--- config.mk ---
export PLATFORM = sky130hd
export DESIGN_NAME = pulse_stretcher
export DESIGN_NICKNAME = d
export VERILOG_FILES = /design/src/rtl/pulse_stretcher.sv
export SDC_FILE = /design/constraint.sdc
export NUM_CORES = 1
export LEC_CHECK = 0
export ABC_AREA = 1
export BUFFER_PORTS_ARGS = -buffer_cell sky130_fd_sc_hd__buf_2
export CAP_MARGIN = 20
export CORE_UTILIZATION = 32
export CTS_BUF_LIST = sky130_fd_sc_hd__clkbuf_8
export CTS_CLUSTER_DIAMETER = 80
export DETAILED_ROUTE_END_ITERATION = 8
export PLACE_DENSITY = 0.57
export SLEW_MARGIN = 5
export SYNTH_ARGS = -nofsm -noshare
export SYNTH_HDL_FRONTEND = slang
export SYNTH_SLANG_ARGS = --single-unit
export TNS_END_PERCENT = 1
--- constraint.sdc ---
create_clock -name clk -period 3.75 [get_ports clk]
set_input_delay 0.75 -clock clk [delete_from_list [all_inputs] [get_ports clk]]
set_output_delay 0.75 -clock clk [all_outputs]
set_load 0.05 [all_outputs]
--- src/rtl/pulse_stretcher.sv ---
// pulse_stretcher: turns single-cycle trigger strobes into fixed-width output
// pulses of HIGH_CYCLES periods with a guaranteed GAP_CYCLES low time between
// them. Requests that arrive while a pulse or gap is in progress are queued
// (up to QDEPTH). Further requests are dropped and flagged on overflow.
module pulse_stretcher #(
    parameter int HIGH_CYCLES = 4,
    parameter int GAP_CYCLES  = 2,
    parameter int QDEPTH      = 3
) (
    input  logic       clk,
    input  logic       reset,
    input  logic       trig,
    output logic       y,
    output logic       busy,
    output logic [1:0] pending,
    output logic       overflow
);

    localparam logic [1:0] ST_IDLE = 2'd0;
    localparam logic [1:0] ST_HIGH = 2'd1;
    localparam logic [1:0] ST_GAP  = 2'd2;

    localparam logic [7:0] HLOAD = 8'(HIGH_CYCLES - 1);
    localparam logic [7:0] GLOAD = 8'(GAP_CYCLES - 1);
    localparam logic [1:0] QMAX  = 2'(QDEPTH);

    logic [1:0] state_q, state_d;
    logic [7:0] cnt_q,   cnt_d;
    logic [1:0] pend_q,  pend_d;
    logic       ovf_q,   ovf_d;

    logic last_gap;
    logic enq;
    logic deq;

    // The last GAP edge decides between the next pulse and IDLE.
    assign last_gap = (state_q == ST_GAP) && (cnt_q == '0);

    // A queued request is consumed when the gap completes.
    assign deq = last_gap && (pend_q != '0);

    // A trig on the last GAP edge with nothing queued starts the next pulse
    // directly, exactly as it would from IDLE; queueing it instead would leave
    // a request stranded in IDLE.
    assign enq = trig && (state_q != ST_IDLE) && !(last_gap && (pend_q == '0));

    // Next-state, counter and pending-queue logic.
    always_comb begin
        state_d = state_q;
        cnt_d   = cnt_q;
        pend_d  = pend_q;
        ovf_d   = 1'b0;

        case (state_q)
            ST_IDLE: begin
                if (trig) begin
                    state_d = ST_HIGH;
                    cnt_d   = HLOAD;
                end
            end
            ST_HIGH: begin
                if (cnt_q == '0) begin
                    state_d = ST_GAP;
                    cnt_d   = GLOAD;
                end else begin
                    cnt_d = cnt_q - 8'd1;
                end
            end
            ST_GAP: begin
                if (cnt_q == '0) begin
                    if ((pend_q != '0) || trig) begin
                        state_d = ST_HIGH;
                        cnt_d   = HLOAD;
                    end else begin
                        state_d = ST_IDLE;
                    end
                end else begin
                    cnt_d = cnt_q - 8'd1;
                end
            end
            default: begin
                state_d = ST_IDLE;
                cnt_d   = '0;
            end
        endcase

        // Simultaneous enqueue and dequeue leaves the count unchanged.
        if (enq && !deq) begin
            if (pend_q == QMAX) begin
                ovf_d = 1'b1;
            end else begin
                pend_d = pend_q + 2'd1;
            end
        end else if (deq && !enq) begin
            pend_d = pend_q - 2'd1;
        end
    end

    // State registers with asynchronous active-high reset.
    always_ff @(posedge clk or posedge reset) begin
        if (reset) begin
            state_q <= ST_IDLE;
            cnt_q   <= '0;
            pend_q  <= '0;
            ovf_q   <= 1'b0;
        end else begin
            state_q <= state_d;
            cnt_q   <= cnt_d;
            pend_q  <= pend_d;
            ovf_q   <= ovf_d;
        end
    end

    assign y        = (state_q == ST_HIGH);
    assign busy     = (state_q != ST_IDLE);
    assign pending  = pend_q;
    assign overflow = ovf_q;

endmodule

==> results of run 1 <==
[through the flow]
| stage | area [um2] | hold WS (ns) | instances | utilization |
|---|---|---|---|---|
| CTS | 1030 | 0.550 | 162 | 0.373 |
| finish | 1030 | 0.522 | 162 | 0.373 |
| floorplan | 933 | 0.502 | 122 | - |
| global placement | 985 | 0.547 | 158 | 0.357 |
| global route | 1030 | 0.592 | 162 | 0.373 |
| detailed placement | 985 | 0.545 | 158 | 0.357 |
[area by class of cell]
type | instances | share of cell area
clock buffers | 3 | 0.0401
clock inverters | 1 | 0.00365
inverters | 17 | 0.0620
multi-input cells | 90 | 0.507
flip-flops and latches | 13 | 0.316
well taps | 31 | 0.0377
repair buffers | 7 | 0.0340
[how the worst min path moves through the flow]
stage	end	slack, ns	cells after the start
finish	cnt_q[2]$_DFFE_PP0P_	0.52	2
global route	cnt_q[2]$_DFFE_PP0P_	0.59	2
CTS	cnt_q[2]$_DFFE_PP0P_	0.55	2
detailed placement	cnt_q[7]$_DFFE_PP0P_	0.54	2
global placement	cnt_q[0]$_DFFE_PP0P_	0.55	2
floorplan	cnt_q[0]$_DFFE_PP0P_	0.50	2
[worst max-delay path: stages, from the launching register on]
cell     delay (ns)
dfrtp_1        0.42
inv_1          0.09
nor2_4         0.22
buf_2          0.31
[power groups by stage]
stage	Combinational [mW]	Sequential (mW)	Clock (mW)
floorplan	0.373	0.254	0
global placement	0.440	0.262	0
detailed placement	0.444	0.262	0
CTS	0.446	0.261	0.129
global route	0.507	0.270	0.137
finish	0.443	0.261	0.127
[synthesized netlist by cell type]
cell and number:
nand4_1 7, or2_4 1, xor2_1 1, nor2_2 3, o21ai_0 4, o221ai_1 1, ha_1 2, nor2_1 9
nand3_2 2, nor3_1 2, o21bai_1 2, nand2_4 3, nand2_2 2, nor2_4 3, inv_2 4, o211ai_1 2
o2111ai_1 1, nand2_1 34, nor2_8 1, nand4_2 1, buf_6 2, o21ai_1 2, nand3_1 7, dfrtp_1 13
inv_1 13
[routing by layer]
layer | global-route usage | wire [um]
met5 | 0 | 0
met1 | 0.185 | 980
met2 | 0.214 | 869
met4 | 0.0314 | 13
met3 | 0.0488 | 63
[sequential cells by signal, indices dropped and copies added (netlist names)]
name,cells
state_q,2
pending,2
overflow,1
cnt_q,8
[kinds of logic (layout without fill, tap and decap cells)]
| kind of cell | Yosys count | in the layout | share of synthesized area |
|---|---|---|---|
| XOR/XNOR | 1 | 1 | 0.00939 |
| AO/OA/AOI/OAI | 12 | 12 | 0.0831 |
| AND/OR/NAND/NOR | 75 | 75 | 0.440 |
| adder cells (fa/ha/maj) | 2 | 2 | 0.0268 |
| flip-flops | 13 | 13 | 0.349 |
| buffers and inverters | 19 | 28 | 0.0925 |
[cell usage in the layout, fill, tap and decap left out]
master and instances:
nand2_1 34, inv_1 14, dfrtp_1 13, nor2_1 9
nand3_1 7, nand4_1 7, buf_2 7, inv_2 4
o21ai_0 4, nor2_2 3, nor2_4 3, nand2_4 3
clkbuf_8 3, nand2_2 2, nor3_1 2, nand3_2 2
o21bai_1 2, o21ai_1 2, o211ai_1 2, ha_1 2
nor2_8 1, or2_4 1, o221ai_1 1, o2111ai_1 1
xor2_1 1, nand4_2 1
==> flow_summary_export.csv, run 1 <==
group,metric,value,unit
yosys,ys_seq_elements,13,
critical_path,cp_data_required_time,3.00,ns
routing,vias,809,
placement,dp_slack,1.99,ns
clocking,htreeDepth,1,
clocking,cts.sinks,13,
yosys,ys_types,25,
global_route,track_usage,0.138,
routing,drt-total-wl,1930,um
routing,vias_per_cell,4.99,
timing,setup_slack,1.71,ns
clocking,post_cts_buffers,0,
power,vdd_drop_max,0.000341,V
floorplanning,rows,19,
clocking,clock_path_buffers,2,
power,p_leak,0.523,nW
yosys,synth_nets,127,
critical_path,critPathKind,"register to output pin",
finish,syn_to_final_growth,10.3,%
critical_path,critPathCapture,"y",
yosys,synth_area,933,um2
timing,slew_viol_final,0,
clocking,cts_tree,"yes",
floorplanning,fp.coreArea,2760,um2
timing,period_minus_slack,2.04,ns
placement,place.port_buffers,7,
floorplanning,die_area,3140,um2
critical_path,r2r-end,"cnt_q[1]$_DFFE_PP0P_",
clocking,clkSlewWorstSetupHoldPaths,0.06,ns
timing,tns,0,ns
power,pwr-share-clk,0.153,
routing,ant_nets,0,
power,design_power_total,831,uW
flow_run,maxCapViolations,0,
global_route,grt_max_degree,14,
global_route,antenna_found_initial,0,
critical_path,crit_start,"state_q[0]$_DFFE_PP0P_",
routing,routedWlPerCell,11.9,um
placement,hpwl,1380,um
floorplanning,io_pins,8,
clocking,ctsHoldBuffers,0,
critical_path,crit_arrival,1.29,ns
routing,first_pass_iters,4,
finish,fillerInstances,307,
critical_path,end_kind,"output pin",
routing,drcViolationCount,0,
floorplanning,start_util,0.338,
finish,diodes,0,
status,outcome,"finished clean",
floorplanning,dieHeight,56.0,um
timing,finalCritPeriodShare,0.543,
power,power_switching,408,uW
global_route,grt_pass1_vias,747,
clocking,root_buffer,"clkbuf_8",
finish,multiInputGateArea,522,um2
yosys,syn_inst,122,
timing,worst_pin_slew,0.589,ns
hold_path,worst_hold_path_type,"input pin to async pin",
timing,skew,0.000621,ns
clocking,insertion_delay,0.24,ns
critical_path,worst-path-max-fanout,9,
power,p_sw_frac,0.491,
critical_path,r2r_slack,2.19,ns
yosys,yosysWarnings,0,
power,seqPwrFrac,0.314,
timing,rsz0062_at_grt,"no",
placement,place.gp.congestion,0.786,
finish,nets,137,
yosys,synth_top_area_frac,0.349,
timing,setup-violations-final,0,
yosys,synth_top_cell_by_area,"dfrtp_1",
critical_path,r2r-start,"state_q[1]$_DFFE_PP0P_",
global_route,grt.overflow.total,0,
yosys,yosysSeqAreaShare,0.349,
power,pwr_density_cell,807,nW/um2
finish,drive_above_1_share,0.229,
routing,dr.first_iter.drc_count,35,
clocking,ctsResizeCount,0,
clocking,cts_buffers,3,
yosys,postSynthAreaPerCell,7.65,um2
timing,relSlewSlack,0.607,
yosys,yosys-top-cells-area,"dfrtp_1 35%, nand2_1 14%, inv_1 5.2%",
power,p_int,423,uW
floorplanning,die_w,56.0,um
critical_path,worst-r2r-cell-count,7,
power,comb_power_share,0.533,
timing,hold_viol,0,
finish,seq_area,325,um2
timing,max_freq,0.491,GHz
global_route,grt_pass1_wl,3400,um
critical_path,startpoint_type,"register",
Note: power is estimated with default switching activity, not from simulation.
==> run 2: changes to the inputs <==
--- a/config.mk
+++ b/config.mk
@@ -12,7 +12,7 @@
 export CTS_BUF_LIST = sky130_fd_sc_hd__clkbuf_8
 export CTS_CLUSTER_DIAMETER = 80
 export DETAILED_ROUTE_END_ITERATION = 8
-export PLACE_DENSITY = 0.57
+export PLACE_DENSITY = 0.59
 export SLEW_MARGIN = 5
 export SYNTH_ARGS = -nofsm -noshare
 export SYNTH_HDL_FRONTEND = slang
==> constraint.sdc (replaced) <==
create_clock -name clk -period 1.7 [get_ports clk]
set_input_delay 0.34 -clock clk [delete_from_list [all_inputs] [get_ports clk]]
set_output_delay 0.34 -clock clk [all_outputs]
set_load 0.05 [all_outputs]
==> run 2 against run 1 <==
Die area unchanged. Combinational power increased by 130%. Non-clock buffer count increased by 2. Worst setup slack got worse by 1.5 ns. Core utilization increased by 0.59 points. First-iteration DRC count decreased by 40%. Cell area increased by 1.6%. Largest power group unchanged. Via count increased by 0.74%. Sequential share of layout area decreased by 0.49 points. Cell count increased by 1.2%. Critical endpoint is now busy. Worst hold slack got worse by 0.40 ns.
==> flow_summary_export.csv, run 2 (synthesis gave the netlist of run 1 again) <==
group,metric,value,unit
status,outcome,"finished clean",
timing,max_freq,0.665,GHz
placement,hpwl,1460,um
critical_path,cp_data_required_time,1.36,ns
routing,ant_nets,0,
timing,hold_viol,0,
clocking,clkSlewWorstSetupHoldPaths,0.06,ns
clocking,insertion_delay,0.25,ns
timing,worst_pin_slew,0.537,ns
global_route,grt_max_degree,14,
critical_path,end_kind,"output pin",
power,seqPwrFrac,0.306,
global_route,grt.overflow.total,0,
clocking,clock_path_buffers,2,
critical_path,critPathKind,"register to output pin",
critical_path,r2r_slack,0.22,ns
critical_path,crit_arrival,1.16,ns
hold_path,worst_hold_path_type,"input pin to async pin",
clocking,cts_buffers,3,
global_route,grt_pass1_vias,673,
critical_path,r2r-start,"cnt_q[0]$_DFFE_PP0P_",
timing,period_minus_slack,1.50,ns
clocking,htreeDepth,1,
timing,setup-violations-final,0,
finish,layout_common_cells,"34 x nand2_1, 13 x inv_1, 13 x dfrtp_1, 9 x nor2_1",
finish,largest_register,"cnt_q",
power,vdd_drop_max,0.000858,V
floorplanning,die_w,56.0,um
timing,relSlewSlack,0.642,
clocking,ctsResizeCount,0,
floorplanning,rows,19,
critical_path,startpoint_type,"register",
floorplanning,fp.coreArea,2760,um2
placement,place.port_buffers,7,
timing,finalCritPeriodShare,0.884,
power,p_sw_frac,0.494,
global_route,track_usage,0.130,
global_route,grt_pass1_wl,3150,um
clocking,cts.sinks,13,
power,p_int,952,uW
power,comb_power_share,0.540,
clocking,post_cts_buffers,0,
floorplanning,dieHeight,56.0,um
routing,routedWlPerCell,12.2,um
finish,syn_to_final_growth,12.1,%
finish,diodes,0,
floorplanning,io_pins,8,
critical_path,r2r-end,"cnt_q[1]$_DFFE_PP0P_",
routing,drt-total-wl,2000,um
timing,slew_viol_final,0,
flow_run,maxCapViolations,0,
timing,rsz0062_at_grt,"no",
finish,layout_commonest_cell,"nand2_1",
routing,first_pass_iters,4,
clocking,root_buffer,"clkbuf_8",
finish,largest_register_ffs,8,
clocking,cts_tree,"yes",
routing,drcViolationCount,0,
routing,dr.first_iter.drc_count,21,
placement,place.gp.congestion,0.792,
power,p_leak,0.531,nW
finish,drive_above_1_share,0.248,
routing,vias,815,
power,pwr_density_cell,1800,nW/um2
timing,tns,0,ns
timing,skew,0.00140,ns
critical_path,worst-r2r-cell-count,10,
floorplanning,die_area,3140,um2
timing,fin_hold_ws,0.123,ns
finish,nets,139,
power,pwr-share-clk,0.155,
finish,fillerInstances,302,
routing,vias_per_cell,4.97,
clocking,ctsHoldBuffers,0,
floorplanning,start_util,0.338,
power,power_switching,929,uW
critical_path,worst-path-max-fanout,7,
global_route,antenna_found_initial,0,
-- run 2: power by group through the flow --
stage	logic, mW	registers (mW)	clock network (mW)
after global placement	0.993	0.575	0
after global routing	1.12	0.595	0.313
after floorplan	0.822	0.559	0
after detailed placement	1.01	0.579	0
after CTS	1.02	0.575	0.297
final	1.01	0.575	0.291
-- run 2: worst max-delay path by stage --
| stage | start | to | slack, ns | depth (start not counted) |
|---|---|---|---|---|
| after floorplan | pending[0]$_DFFE_PP0P_ | cnt_q[1]$_DFFE_PP0P_ | 0.33 | 6 |
| after global placement | cnt_q[1]$_DFFE_PP0P_ | cnt_q[1]$_DFFE_PP0P_ | 0.28 | 9 |
| after detailed placement | cnt_q[0]$_DFFE_PP0P_ | cnt_q[1]$_DFFE_PP0P_ | 0.25 | 10 |
| after CTS | state_q[1]$_DFFE_PP0P_ | busy | 0.19 | 3 |
| after global routing | cnt_q[0]$_DFFE_PP0P_ | cnt_q[1]$_DFFE_PP0P_ | 0.11 | 10 |
| final | state_q[1]$_DFFE_PP0P_ | busy | 0.20 | 3 |
-- run 2: cell type report --
cell class | count | area, um2 | share of cell area
Sequential cell | 13 | 325 | 0.311
Clock buffer | 3 | 41.3 | 0.0395
Tap cell | 31 | 38.8 | 0.0371
Timing Repair Buffer | 9 | 50.0 | 0.0478
Multi-Input combinational cell | 90 | 522 | 0.499
Inverter | 17 | 63.8 | 0.0610
Clock inverter | 1 | 5.00 | 0.00478
-- run 2: metal layers --
| layer | vias to the layer above | track usage | routed length (um) |
|---|---|---|---|
| li1 | 419 | - | - |
| met1 | 385 | 0.179 | 1030 |
| met2 | 9 | 0.194 | 908 |
| met3 | 2 | 0.0488 | 40 |
| met4 | 0 | 0.0314 | 13 |
| met5 | - | 0 | 0 |
-- run 2: through the flow --
step	worst slack (ns)	std cells	instance area (um2)	util	power [mW]
after floorplan	0.330	122	933	-	1.38
after global placement	0.283	160	1000	0.363	1.57
after detailed placement	0.246	160	1000	0.363	1.59
after CTS	0.192	164	1050	0.379	1.89
after global routing	0.106	164	1050	0.379	2.03
final	0.196	164	1050	0.379	1.88
-- run 2: critical path, stage by stage (launching register included) --
cell	delay (ns)
dfrtp_1	0.47
nor2_2	0.06
inv_2	0.11
buf_2	0.28
==> run 3: changes to the inputs <==
--- a/config.mk
+++ b/config.mk
@@ -12,7 +12,7 @@
 export CTS_BUF_LIST = sky130_fd_sc_hd__clkbuf_8
 export CTS_CLUSTER_DIAMETER = 80
 export DETAILED_ROUTE_END_ITERATION = 8
-export PLACE_DENSITY = 0.59
+export PLACE_DENSITY = 0.57
 export SLEW_MARGIN = 5
 export SYNTH_ARGS = -nofsm -noshare
 export SYNTH_HDL_FRONTEND = slang
==> constraint.sdc (replaced) <==
create_clock -name clk -period 1.6 [get_ports clk]
set_input_delay 0.32 -clock clk [delete_from_list [all_inputs] [get_ports clk]]
set_output_delay 0.32 -clock clk [all_outputs]
set_load 0.05 [all_outputs]
==> run 3 against run 2 <==
First-iteration DRC count decreased by 62%. Critical path type unchanged. Critical endpoint unchanged. Highest routed layer is now met3. Sequential share of layout area decreased by 0.11 points. Cell count unchanged. Critical path depth unchanged. Largest power group unchanged. Clock skew increased by 0.0025 ns. Register-to-register slack got worse by 0.07 ns. Clock power increased by 1%.
==> flow_summary_export.csv, run 3 (synthesis gave the netlist of run 1 again) <==
group,metric,value,unit
global_route,grt_max_degree,14,
power,vdd_drop_max,0.000926,V
floorplanning,rows,19,
finish,syn_to_final_growth,12.5,%
clocking,htreeDepth,1,
placement,place.port_buffers,7,
critical_path,startpoint_type,"register",
timing,setup_slack,0.128,ns
routing,vias,843,
floorplanning,io_pins,8,
power,seqPwrFrac,0.311,
routing,vias_per_cell,5.14,
timing,slew_viol_final,0,
critical_path,end_kind,"output pin",
clocking,ctsHoldBuffers,0,
finish,largest_register_ffs,8,
routing,drt-total-wl,1970,um
routing,routedWlPerCell,12.0,um
floorplanning,start_util,0.338,
floorplanning,dieHeight,56.0,um
clocking,clkSlewWorstSetupHoldPaths,0.06,ns
timing,fin_hold_ws,0.105,ns
timing,worst_pin_slew,0.530,ns
timing,finalCritPeriodShare,0.920,
finish,drive_above_1_share,0.241,
power,p_int,1.01,mW
timing,period_minus_slack,1.47,ns
placement,dp_slack,0.130,ns
status,outcome,"finished clean",
timing,tns,0,ns
clocking,insertion_delay,0.24,ns
global_route,antenna_found_initial,0,
floorplanning,fp.coreArea,2760,um2
finish,layout_common_cells,"34 x nand2_1, 14 x inv_1, 13 x dfrtp_1, 9 x nor2_1",
finish,diodes,0,
clocking,cts_buffers,3,
routing,drcViolationCount,0,
critical_path,critPathKind,"register to output pin",
clocking,root_buffer,"clkbuf_8",
global_route,grt_pass1_vias,792,
power,pwr_density_cell,1900,nW/um2
critical_path,worst-path-max-fanout,7,
global_route,track_usage,0.138,
placement,place.gp.congestion,0.800,
power,p_sw_frac,0.492,
finish,nets,139,
finish,layout_commonest_cell,"nand2_1",
hold_path,worst_hold_path_type,"input pin to async pin",
timing,relSlewSlack,0.646,
routing,dr.first_iter.drc_count,8,
global_route,grt.overflow.total,0,
timing,hold_viol,0,
timing,rsz0062_at_grt,"no",
clocking,post_cts_buffers,0,
clocking,cts.sinks,13,
flow_run,maxCapViolations,0,
finish,largest_register,"cnt_q",
power,power_switching,980,uW
clocking,clock_path_buffers,2,
placement,hpwl,1430,um
power,comb_power_share,0.541,
floorplanning,die_w,56.0,um
timing,setup-violations-final,0,
global_route,grt_pass1_wl,3460,um
routing,ant_nets,0,
power,pwr-share-clk,0.148,
routing,first_pass_iters,6,
timing,max_freq,0.680,GHz
floorplanning,die_area,3140,um2
timing,skew,0.00386,ns
power,p_leak,0.544,nW
critical_path,cp_data_required_time,1.28,ns
critical_path,crit_arrival,1.15,ns
clocking,cts_tree,"yes",
run 3: path summary, 6_finish.rpt:
path	startpoint	endpoint	slack (ns)	depth (start not counted)
setup / recovery	state_q[1]$_DFFE_PP0P_	busy	0.13	3
hold / removal	reset	cnt_q[1]$_DFFE_PP0P_	0.10	2
setup reg to reg	cnt_q[0]$_DFFE_PP0P_	cnt_q[1]$_DFFE_PP0P_	0.15	9
hold reg to reg	cnt_q[0]$_DFFE_PP0P_	cnt_q[0]$_DFFE_PP0P_	0.56	2
max in group asynchronous	reset	cnt_q[3]$_DFFE_PP0P_	1.14	2
min in group clk	trig	overflow$_DFF_PP0_	0.40	3
run 3: layout make-up:
| type | instances | area [um2] |
|---|---|---|
| fill | 311 | 1710 |
| clock inverter | 1 | 3.75 |
| inverter | 17 | 63.8 |
| timing repair buffer | 9 | 50.0 |
| tap | 31 | 38.8 |
| clock buffer | 3 | 41.3 |
| sequential | 13 | 325 |
| multi-input combinational | 90 | 527 |
run 3: what timing repair did:
action	in CTS	in global routing
endpoints found under the hold margin	0	0
endpoints found under the setup margin	0	1
gates resized for setup	0	1
run 3: worst max-delay path: stages (launching register included):
cell     delay [ns]
dfrtp_1        0.47
nor2_2         0.06
inv_2          0.11
buf_2          0.27
run 3: power groups by stage:
stage | Combinational, mW | Sequential (mW) | Clock [mW]
5_1_grt | 1.22 | 0.634 | 0.320
6_report | 1.08 | 0.619 | 0.295
4_1_cts | 1.07 | 0.614 | 0.303
2_1_floorplan | 0.874 | 0.594 | 0
3_3_place_gp | 1.05 | 0.615 | 0
3_5_place_dp | 1.07 | 0.619 | 0
run 3: layer usage:
layer,global-route usage,up-vias,share of wire
met4,0.0139,0,0
met5,0,-,0
met1,0.178,411,0.49
li1,-,418,-
met2,0.231,14,0.48
met3,0.0488,0,0.035
run 3: stage by stage:
stage	area, um2	instances	power (mW)	util
global route	1050	164	2.17	0.381
finish	1050	164	1.99	0.381
floorplan	933	122	1.47	-
detailed placement	1000	160	1.68	0.363
CTS	1040	164	1.99	0.379
global placement	1000	160	1.66	0.363
